$ cat config.mk
export PLATFORM = sky130hd
export DESIGN_NAME = uart_rx_buffered
export DESIGN_NICKNAME = d
export VERILOG_FILES = /design/src/rtl/uart_pkg.sv /design/src/rtl/sync_fifo.sv /design/src/rtl/uart_rx_buffered.sv
export SDC_FILE = /design/constraint.sdc
export NUM_CORES = 1
export LEC_CHECK = 0
export BUFFER_PORTS_ARGS = -buffer_cell sky130_fd_sc_hd__buf_4
export CORE_ASPECT_RATIO = 0.7
export CORE_MARGIN = 2
export CORE_UTILIZATION = 54
export DETAILED_ROUTE_END_ITERATION = 12
export PLACE_DENSITY = 0.76
export SYNTH_ARGS = -nofsm -noshare
export SYNTH_HDL_FRONTEND = slang
export SYNTH_HIERARCHICAL = 1
export SYNTH_SLANG_ARGS = --single-unit
$ cat constraint.sdc
create_clock -name clock_i -period 2.6 [get_ports clock_i]
set_input_delay 0.13 -clock clock_i [delete_from_list [all_inputs] [get_ports clock_i]]
set_output_delay 0.13 -clock clock_i [all_outputs]
set_load 0.1 [all_outputs]
$ cat src/rtl/uart_pkg.sv
// uart_pkg: receiver FSM states and parity helper shared by the UART blocks
package uart_pkg;

   typedef enum logic [2:0] {IDLE, START, DATA, PARITY, STOP} uart_state_t;

   // Zero-extending the data to 9 bits leaves its XOR unchanged.
   function automatic logic parity_of(input logic [8:0] data, input logic even);
      return even ? ^data : ~^data;
   endfunction

endpackage

$ cat src/rtl/sync_fifo.sv
// sync_fifo: power-of-two FIFO; a pop is applied before a push in the same cycle
module sync_fifo #(
   parameter int WIDTH = 8,
   parameter int DEPTH = 4
) (
   input  logic                       clk,
   input  logic                       rst_n,
   input  logic                       push,
   input  logic                       pop,
   input  logic [WIDTH-1:0]           din,
   output logic                       full,
   output logic                       empty,
   output logic [$clog2(DEPTH):0]     level,
   output logic [WIDTH-1:0]           head
);

   localparam int AW = $clog2(DEPTH);

   logic [WIDTH-1:0] mem [DEPTH];
   logic [AW-1:0]    wr_ptr, rd_ptr;
   logic             do_push, do_pop;

   assign full    = level == (AW+1)'(DEPTH);
   assign empty   = level == '0;
   assign do_pop  = pop && !empty;
   assign do_push = push && (!full || do_pop);
   assign head    = empty ? '0 : mem[rd_ptr];

   always_ff @(posedge clk) begin
      if (!rst_n) begin
         wr_ptr <= '0;
         rd_ptr <= '0;
         level  <= '0;
      end else begin
         wr_ptr <= do_push ? wr_ptr + AW'(1) : wr_ptr;
         rd_ptr <= do_pop ? rd_ptr + AW'(1) : rd_ptr;
         level  <= level + (AW+1)'(do_push) - (AW+1)'(do_pop);
      end
   end

   always_ff @(posedge clk)
      if (do_push) mem[wr_ptr] <= din;

endmodule

$ cat src/rtl/uart_rx_buffered.sv
// uart_rx_buffered: UART receiver feeding a FIFO; define UART_RX_SYNC_EN for a 2-flop serial_i synchroniser
module uart_rx_buffered
   import uart_pkg::*;
#(
   parameter int DATA_BITS     = 8,
   parameter int FIFO_DEPTH    = 4,
   parameter int DIVIDER_WIDTH = 16
) (
   input  logic                          clock_i,
   input  logic                          reset_i,
   input  logic                          serial_i,
   input  logic [DIVIDER_WIDTH-1:0]      clock_divider_i,
   input  logic                          parity_bit_i,
   input  logic                          parity_even_i,
   input  logic                          ack_i,
   output logic [DATA_BITS-1:0]          data_o,
   output logic                          ready_o,
   output logic [$clog2(FIFO_DEPTH):0]   level_o,
   output logic                          frame_err_o,
   output logic                          parity_err_o,
   output logic                          overrun_o
);

   localparam logic [DIVIDER_WIDTH-1:0] ONE = DIVIDER_WIDTH'(1);
   localparam logic [DIVIDER_WIDTH-1:0] MIN_DIV = DIVIDER_WIDTH'(2);

   uart_state_t                state, state_n;
   logic [DIVIDER_WIDTH-1:0]   cnt, cnt_n, div, div_n, div_in;
   logic [3:0]                 bit_cnt, bit_n;
   logic [DATA_BITS-1:0]       sh, sh_n;
   logic                       par_en, par_en_n, par_even, par_even_n, par_bad, par_bad_n;
   logic                       ferr_n, perr_n, ovr_n, ack_q;
   logic                       s, expired, push, pop, full, empty;

`ifdef UART_RX_SYNC_EN
   logic [1:0] sync;
   always_ff @(posedge clock_i)
      sync <= !reset_i ? 2'b11 : {sync[0], serial_i};
   assign s = sync[1];
`else
   assign s = serial_i;
`endif

   assign div_in  = clock_divider_i < MIN_DIV ? MIN_DIV : clock_divider_i;
   assign expired = cnt == ONE;
   assign pop     = ack_i && !ack_q;
   assign ready_o = !empty;

   always_comb begin
      state_n    = state;
      cnt_n      = expired ? div : cnt - ONE;
      div_n      = div;
      bit_n      = bit_cnt;
      sh_n       = sh;
      par_en_n   = par_en;
      par_even_n = par_even;
      par_bad_n  = par_bad;
      push       = 1'b0;
      ferr_n     = 1'b0;
      perr_n     = 1'b0;
      case (state)
         IDLE: begin
            cnt_n = cnt;
            if (!s) begin
               state_n    = START;
               div_n      = div_in;
               cnt_n      = div_in >> 1;
               bit_n      = '0;
               par_en_n   = parity_bit_i;
               par_even_n = parity_even_i;
               par_bad_n  = 1'b0;
            end
         end
         START:
            if (expired) state_n = s ? IDLE : DATA;
         DATA:
            if (expired) begin
               sh_n  = {s, sh[DATA_BITS-1:1]};
               bit_n = bit_cnt + 4'd1;
               if (bit_cnt == 4'(DATA_BITS - 1)) state_n = par_en ? PARITY : STOP;
            end
         PARITY:
            if (expired) begin
               par_bad_n = s != parity_of(9'(sh), par_even);
               perr_n    = par_bad_n;
               state_n   = STOP;
            end
         STOP:
            if (expired) begin
               state_n = IDLE;
               ferr_n  = !s;
               push    = s && !par_bad;
            end
         default: state_n = IDLE;
      endcase
      // A pop always frees a slot, so a same-cycle push into a full FIFO is not an overrun.
      ovr_n = (pop && !empty) ? 1'b0 : (push && full) ? 1'b1 : overrun_o;
   end

   always_ff @(posedge clock_i) begin
      if (!reset_i) begin
         state        <= IDLE;
         cnt          <= '0;
         div          <= MIN_DIV;
         bit_cnt      <= '0;
         sh           <= '0;
         par_en       <= 1'b0;
         par_even     <= 1'b0;
         par_bad      <= 1'b0;
         frame_err_o  <= 1'b0;
         parity_err_o <= 1'b0;
         overrun_o    <= 1'b0;
         ack_q        <= 1'b0;
      end else begin
         state        <= state_n;
         cnt          <= cnt_n;
         div          <= div_n;
         bit_cnt      <= bit_n;
         sh           <= sh_n;
         par_en       <= par_en_n;
         par_even     <= par_even_n;
         par_bad      <= par_bad_n;
         frame_err_o  <= ferr_n;
         parity_err_o <= perr_n;
         overrun_o    <= ovr_n;
         ack_q        <= ack_i;
      end
   end

   sync_fifo #(.WIDTH(DATA_BITS), .DEPTH(FIFO_DEPTH)) u_fifo (
      .clk   (clock_i),
      .rst_n (reset_i),
      .push  (push),
      .pop   (pop),
      .din   (sh),
      .full  (full),
      .empty (empty),
      .level (level_o),
      .head  (data_o)
   );

endmodule

==> impl_metrics.yaml, run 1 <==
yosys:
  async_flop_share_pct: 0
  ys_ff_latch: 95
  synth-edff-count: 32
  yosys_most_used_dff: "dfxtp_1"
  syn_inst: 452
  synth_fp_nets: 483
  yosysUniqueCellTypes: 67
  synth.avg_cell_area_um2: 10.1
  synthesis.area_um2: 4560
  ys_warn_count: 6
  seq_area_frac_synth_pct: 48.8
floorplanning:
  rows: 27
  core-area_um2: 8040
  io_pins: 37
  start_util_pct: 56.7
  die_area_um2: 9200
  die_y_um: 80.9
  die_w_um: 114
sta:
  relSlewSlack_pct: 58.9
  setup_ws_ns: -0.0253
  finalSetupViolations: 1
  fin_crit_sh_pct: 101
  rsz0062_at_grt: "yes"
  timing.fmax_mhz: 381
  fin_skew_ns: 0.00754
  worst_pin_slew_ns: 0.614
  finalHoldViolations: 0
  maxSlewViolCount: 0
  min_period_ns: 2.63
clock_tree:
  clk_pin_slew_ns: 0.07
  root_buffer: "clkbuf_16"
  ctsHtreeMaxLevel: 3
  cts_tree: "yes"
  numCtsBuffers: 9
  clk_path_buf_depth: 2
  clk_latency_ns: 0.34
  cts_sinks: 95
worst_setup_path:
  crit_buf_inv: 0
  cpMostUsedCell: "xnor2_1"
  crit_chain: "or4_4, nor4_4, or2_1, a21bo_1, ha_2, fa_2, xnor2_1, xnor2_1, and2_1"
  cp_max_fo: 2
  arrival_ns: 2.87
  path_class: "register to register"
  critPathCaptureType: "register"
  max_stage_delay_ns: 0.56
  crit_required_ns: 2.84
  crit_slowest_cell: "or4_4"
  crit_family: "simple AND/OR/NAND/NOR gates"
  startpoint_type: "register"
drt:
  drtAntennaViolNets: 0
  routed_wl_um: 11800
  drt-initial-drc-count: 267
  num_vias: 3779
  first_pass_iters: 5
  drc: 0
  wl_per_cell_um: 19.1
  viasPerCell: 6.13
global_route:
  grt_pass1_vias: 3772
  grt_max_degree: 26
  grt_pass1_wl_um: 18700
  grt_util_all_layers_pct: 26.6
  use_met2_pct: 41.3
  antenna_found_initial: 0
  gr-usage-met1_pct: 37.0
  busiest_layer: "met2"
  grtUsageMet3_pct: 7.54
  overflow: 0
layout:
  final_area_um2: 5490
  final_common_cell: "buf_4"
  areaGrowthSynthToFinish_pct: 20.5
  antenna_cells: 0
  final_cell_mix: "75 x buf_4, 63 x nand2_1, 62 x dfxtp_1"
  fillers: 599
  drive_gt1_share_pct: 24.9
  final_nets: 541
  post-route-util_pct: 68.3
power_and_ir_drop:
  power.density_nw_per_um2: 1180
  vdd_drop_max_mv: 1.16
  power.static_leakage_uw: 0.00207
run_status:
  status: "complete, but fails checks"
  violations: "negative setup slack"
placement:
  place_hpwl_um: 7970
  portBuffers: 36
  gp_congestion: 0.919
  placedInstanceArea_um2: 5100
  dp_slack_ns: -0.214
job:
  maxCapViolations: 0
min_path:
  hp-class: "input pin to register"
path summary, 6_finish.rpt:
path                      start         endpoint  slack, ns  cells past startpoint
max                      cnt[3]  u_fifo/level[2]      -0.03                      9
min          clock_divider_i[8]           div[8]       0.04                      3
min reg2reg             div[11]          div[11]       0.46                      2
max reg2reg              cnt[3]  u_fifo/level[2]      -0.03                      9
layout make-up:
class,instances,area (um2),area share (%)
clock buffer,9,225,4.10
inverter,12,45.0,0.820
multi-input combinational,316,2210,40.2
sequential,95,2220,40.5
clock inverter,7,93.8,1.71
timing repair buffer,76,573,10.4
tap,101,126,2.30
state kept, by name, summed over array words and instances (netlist names), 2 cells and up, named ones only:
signal / flops
div: 16
u_fifo/rd_ptr: 2
bit_cnt: 4
sh: 8
u_fifo/level: 3
u_fifo/wr_ptr: 2
state: 3
cnt: 16
u_fifo/mem: 32
routing by layer:
metal / wire length (um) / share of wire, % / vias up
met2: 5250 / 45 / 192
met3: 1170 / 10 / 25
met5: 0 / 0 / -
met1: 5130 / 44 / 1819
met4: 225 / 1.9 / 0
li1: - / - / 1743
worst reg2reg max path, cell delays in order (launching register included):
cell	delay [ns]
dfxtp_1	0.31
or4_4	0.56
nor4_4	0.36
or2_1	0.17
a21bo_1	0.20
ha_2	0.18
fa_2	0.33
xnor2_1	0.14
xnor2_1	0.12
and2_1	0.15
logic make-up (layout without fill, tap and decap cells):
kind of cell / Yosys count / in the layout / share of synthesized area, %
fa+ha+maj: 9 / 9 / 2.64
mux: 29 / 29 / 8.87
buf+inv: 41 / 104 / 3.82
flops: 95 / 95 / 48.8
simple gates: 165 / 165 / 19.4
xor+xnor: 16 / 16 / 3.38
compound gates: 97 / 97 / 13.2
per-stage QoR:
| stage | cells | setup TNS, ns | hold slack (ns) | total power, uW |
|---|---|---|---|---|
| floorplan | 452 | -2.06 | 0.252 | 4080 |
| global placement | 596 | -0.123 | 0.341 | 4850 |
| detailed placement | 596 | -0.241 | 0.351 | 4930 |
| CTS | 614 | -0.0121 | 0.0379 | 6400 |
| global route | 616 | -0.0645 | 0.0497 | 6760 |
| finish | 616 | -0.0253 | 0.0425 | 6490 |
what timing repair did:
action | 4_1_cts | 5_1_grt
hold buffers | 1 | 0
endpoints found under the hold margin | 1 | 0
pin swaps | 4 | 2
setup buffers | 1 | 2
resized for setup | 5 | 3
setup endpoints to repair | 2 | 2
where the power goes:
group	internal (uW)	total, uW	switching (uW)
clock	845	1430	582
sequential	1730	1930	206
combinational	1130	3130	2000
total	3700	6490	2790
cells in the mapped netlist, types with 3 or more instances:
cell type | count | share of area [%]
and2_1 | 10 | 1.4
o22ai_1 | 3 | 0.41
a211o_1 | 5 | 0.96
inv_1 | 11 | 0.91
nor2_1 | 14 | 1.2
nor2b_1 | 9 | 1.2
a211oi_1 | 4 | 0.66
or3_1 | 8 | 1.1
or4_1 | 3 | 0.49
nor3_1 | 16 | 1.8
o21ai_0 | 13 | 1.4
nand2_1 | 63 | 5.2
edfxtp_1 | 32 | 21
nand3b_1 | 3 | 0.49
mux2_2 | 11 | 2.7
mux4_2 | 8 | 4.0
clkbuf_1 | 20 | 1.6
a21oi_1 | 48 | 5.3
nor4_1 | 8 | 1.1
nand2b_1 | 5 | 0.69
ha_1 | 8 | 2.2
nand3_1 | 10 | 1.1
xnor2_1 | 13 | 2.5
mux2i_1 | 10 | 2.2
dfxtp_1 | 63 | 28
Power figures use the tool's default switching activity.
==> run 2: changes to the inputs <==
ABC_AREA = 1   (was not set)
HOLD_SLACK_MARGIN = 0.02   (was not set)
==> run 2 against run 1 <==
Effect of this change:
- the flow now finishes without violations
- synthesized cell count rose by 40%
- sequential power increased by 4%
- first-iteration DRC count rose by 36%
- fmax rose by 7.8%
==> impl_metrics.yaml, run 2 <==
worst_setup_path:
  arrival_ns: 2.68
  crit_family: "simple AND/OR/NAND/NOR gates"
  crit_buf_inv: 1
  r2r-start: "cnt[1]"
  reg2reg_slack_ns: 0.16
  max_stage_delay_ns: 0.37
  crit_chain: "inv_1, ha_1, nand3_1, nor2_4, nand3_4, nor4_2, or2_4, nand2_2, ha_1, fa_1, xor2_1, nor2_1"
  worstRegToRegCells: 12
  cp-startpoint: "cnt[1]"
  crit_slowest_cell: "fa_1"
  startpoint_type: "register"
  critPathCaptureType: "register"
  cp_max_fo: 3
  rr_endpoint: "u_fifo/level[2]"
  cpMostUsedCell: "ha_1"
  crit_required_ns: 2.84
  path_class: "register to register"
floorplanning:
  die_area_um2: 9870
  io_pins: 37
  core-area_um2: 8930
  rows: 29
  die_y_um: 83.7
  die_w_um: 118
  start_util_pct: 54.9
sta:
  finalHoldViolations: 0
  rsz0062_at_grt: "no"
  maxSlewViolCount: 0
  min_period_ns: 2.44
  fin_skew_ns: 0.00501
  worst_pin_slew_ns: 1.15
  timing.fmax_mhz: 411
  finalSetupViolations: 0
  relSlewSlack_pct: 23.3
  final.setup.tns_ns: 0
  whs_ns: 0.0400
  fin_crit_sh_pct: 93.7
yosys:
  synth-xor-area-share_pct: 0.715
  synthDominantCellAreaShare_pct: 25.7
  yosys_most_used_dff: "dfxtp_1"
  seq_area_frac_synth_pct: 45.3
  yosysUniqueCellTypes: 36
  muxShareOfSynthArea_pct: 0
  ys_warn_count: 6
  syn_inst: 635
  synth_common_cells: "124 x nand2_1, 94 x inv_1, 63 x dfxtp_1"
  synthSimpleGateAreaFrac_pct: 28.7
  ys_ff_latch: 95
  synth_fp_nets: 666
  synth-edff-count: 32
  synth.most_common_cell: "nand2_1"
  synthesis.area_um2: 4900
  synth.avg_cell_area_um2: 7.72
  synth_compound_area_share_pct: 11.9
  synth_fa_ha_area_share_pct: 2.45
  ys_top_cells_by_area: "dfxtp_1 26%, edfxtp_1 20%, nand2_1 9.5%, inv_1 7.2%, nand3_1 6.1%"
  synth_top_family_by_area: "simple AND/OR/NAND/NOR gates"
  yosysTopAreaCell: "dfxtp_1"
  async_flop_share_pct: 0
layout:
  final_area_um2: 5550
  reg_top3: "u_fifo/mem (32), cnt (16), div (16)"
  largest_reg_flops: 32
  largest_register: "u_fifo/mem"
  antenna_cells: 0
  post-route-util_pct: 62.2
  drive_gt1_share_pct: 15.6
  final_nets: 705
  final_cell_mix: "124 x nand2_1, 94 x inv_1, 63 x dfxtp_1"
  areaGrowthSynthToFinish_pct: 13.2
  final_common_cell: "nand2_1"
  stdcell_count: 802
clock_tree:
  cts_sinks: 95
  root_buffer: "clkbuf_16"
  cts_tree: "yes"
  clk_pin_slew_ns: 0.06
  numCtsBuffers: 9
  ctsHtreeMaxLevel: 3
  clk_latency_ns: 0.35
  clk_path_buf_depth: 2
  post_cts_buffers: 0
power_and_ir_drop:
  vdd_drop_max_mv: 0.792
  power.static_leakage_uw: 0.00234
  power.density_nw_per_um2: 1220
job:
  maxCapViolations: 0
drt:
  viasPerCell: 5.33
  routed_wl_um: 11800
  wl_per_cell_um: 14.7
  drt-initial-drc-count: 362
  drtAntennaViolNets: 0
  num_vias: 4274
  first_pass_iters: 4
  drc: 0
placement:
  portBuffers: 36
  place_hpwl_um: 8340
  dp.cells: 785
  gp_congestion: 0.938
  placedInstanceArea_um2: 5240
min_path:
  holdPathEnd: "par_even"
  hp-class: "input pin to register"
  hold_path_depth: 3
  hp-start: "parity_even_i"
global_route:
  grt_pass1_vias: 4037
  overflow: 0
  grt_util_all_layers_pct: 25.1
  antenna_found_initial: 0
  grt_max_degree: 34
  grt_pass1_wl_um: 19700
run_status:
  status: "finished, final reports clean"
run 2: cells by family after synthesis:
family / count (synthesis)
simple gates: 295
buf+inv: 119
compound gates: 113
flops: 95
fa+ha+maj: 9
xor+xnor: 4
run 2: worst max-delay path by stage:
stage | to | slack [ns] | cells past startpoint
after floorplan | data_o[0] | -0.41 | 4
after global placement | u_fifo/level[2] | 0.29 | 11
after detailed placement | u_fifo/level[2] | 0.19 | 12
after CTS | u_fifo/level[2] | 0.17 | 12
after global routing | u_fifo/level[2] | 0.03 | 11
final | u_fifo/level[2] | 0.16 | 12
run 2: area by class of cell:
class | instances | area, um2
Fill cell | 796 | 3380
Sequential cell | 95 | 2220
Multi-Input combinational cell | 421 | 2150
Inverter | 101 | 380
Timing Repair Buffer | 46 | 350
Clock buffer | 9 | 225
Tap cell | 124 | 155
Clock inverter | 6 | 62.6
run 2: repair_timing:
action	CTS	global route
hold endpoints to repair	2	0
hold buffers	2	0
resized for setup	0	0
run 2: worst register-to-register path, stage by stage (launching register included):
cell and delay (ns):
dfxtp_1 0.32, inv_1 0.09, ha_1 0.17, nand3_1 0.13, nor2_4 0.15, nand3_4 0.08, nor4_2 0.35, or2_4 0.23
nand2_2 0.05, ha_1 0.18, fa_1 0.37, xor2_1 0.17, nor2_1 0.05
run 2: metal layers:
metal  GRT usage (%)  vias to the layer above  wire length, um
met1            37.1                     1967             5700
met4            7.23                        0              138
met2            35.7                      161             4880
met5               0                        -                0
li1                -                     2134                -
met3            6.83                       12             1110
run 2: report_power, final:
part | switching [uW] | internal, uW | leakage [uW] | total (uW)
Clock | 557 | 736 | 0.000135 | 1290
Combinational | 2550 | 951 | 0.00139 | 3500
Sequential | 229 | 1770 | 0.000812 | 2000
Total | 3330 | 3450 | 0.00234 | 6790
run 2: stage by stage:
step / setup WS, ns / total power (uW)
3_5_place_dp: 0.189 / 5430
3_3_place_gp: 0.294 / 5370
2_1_floorplan: -0.406 / 4730
6_report: 0.164 / 6790
4_1_cts: 0.169 / 6740
5_1_grt: 0.0272 / 7220
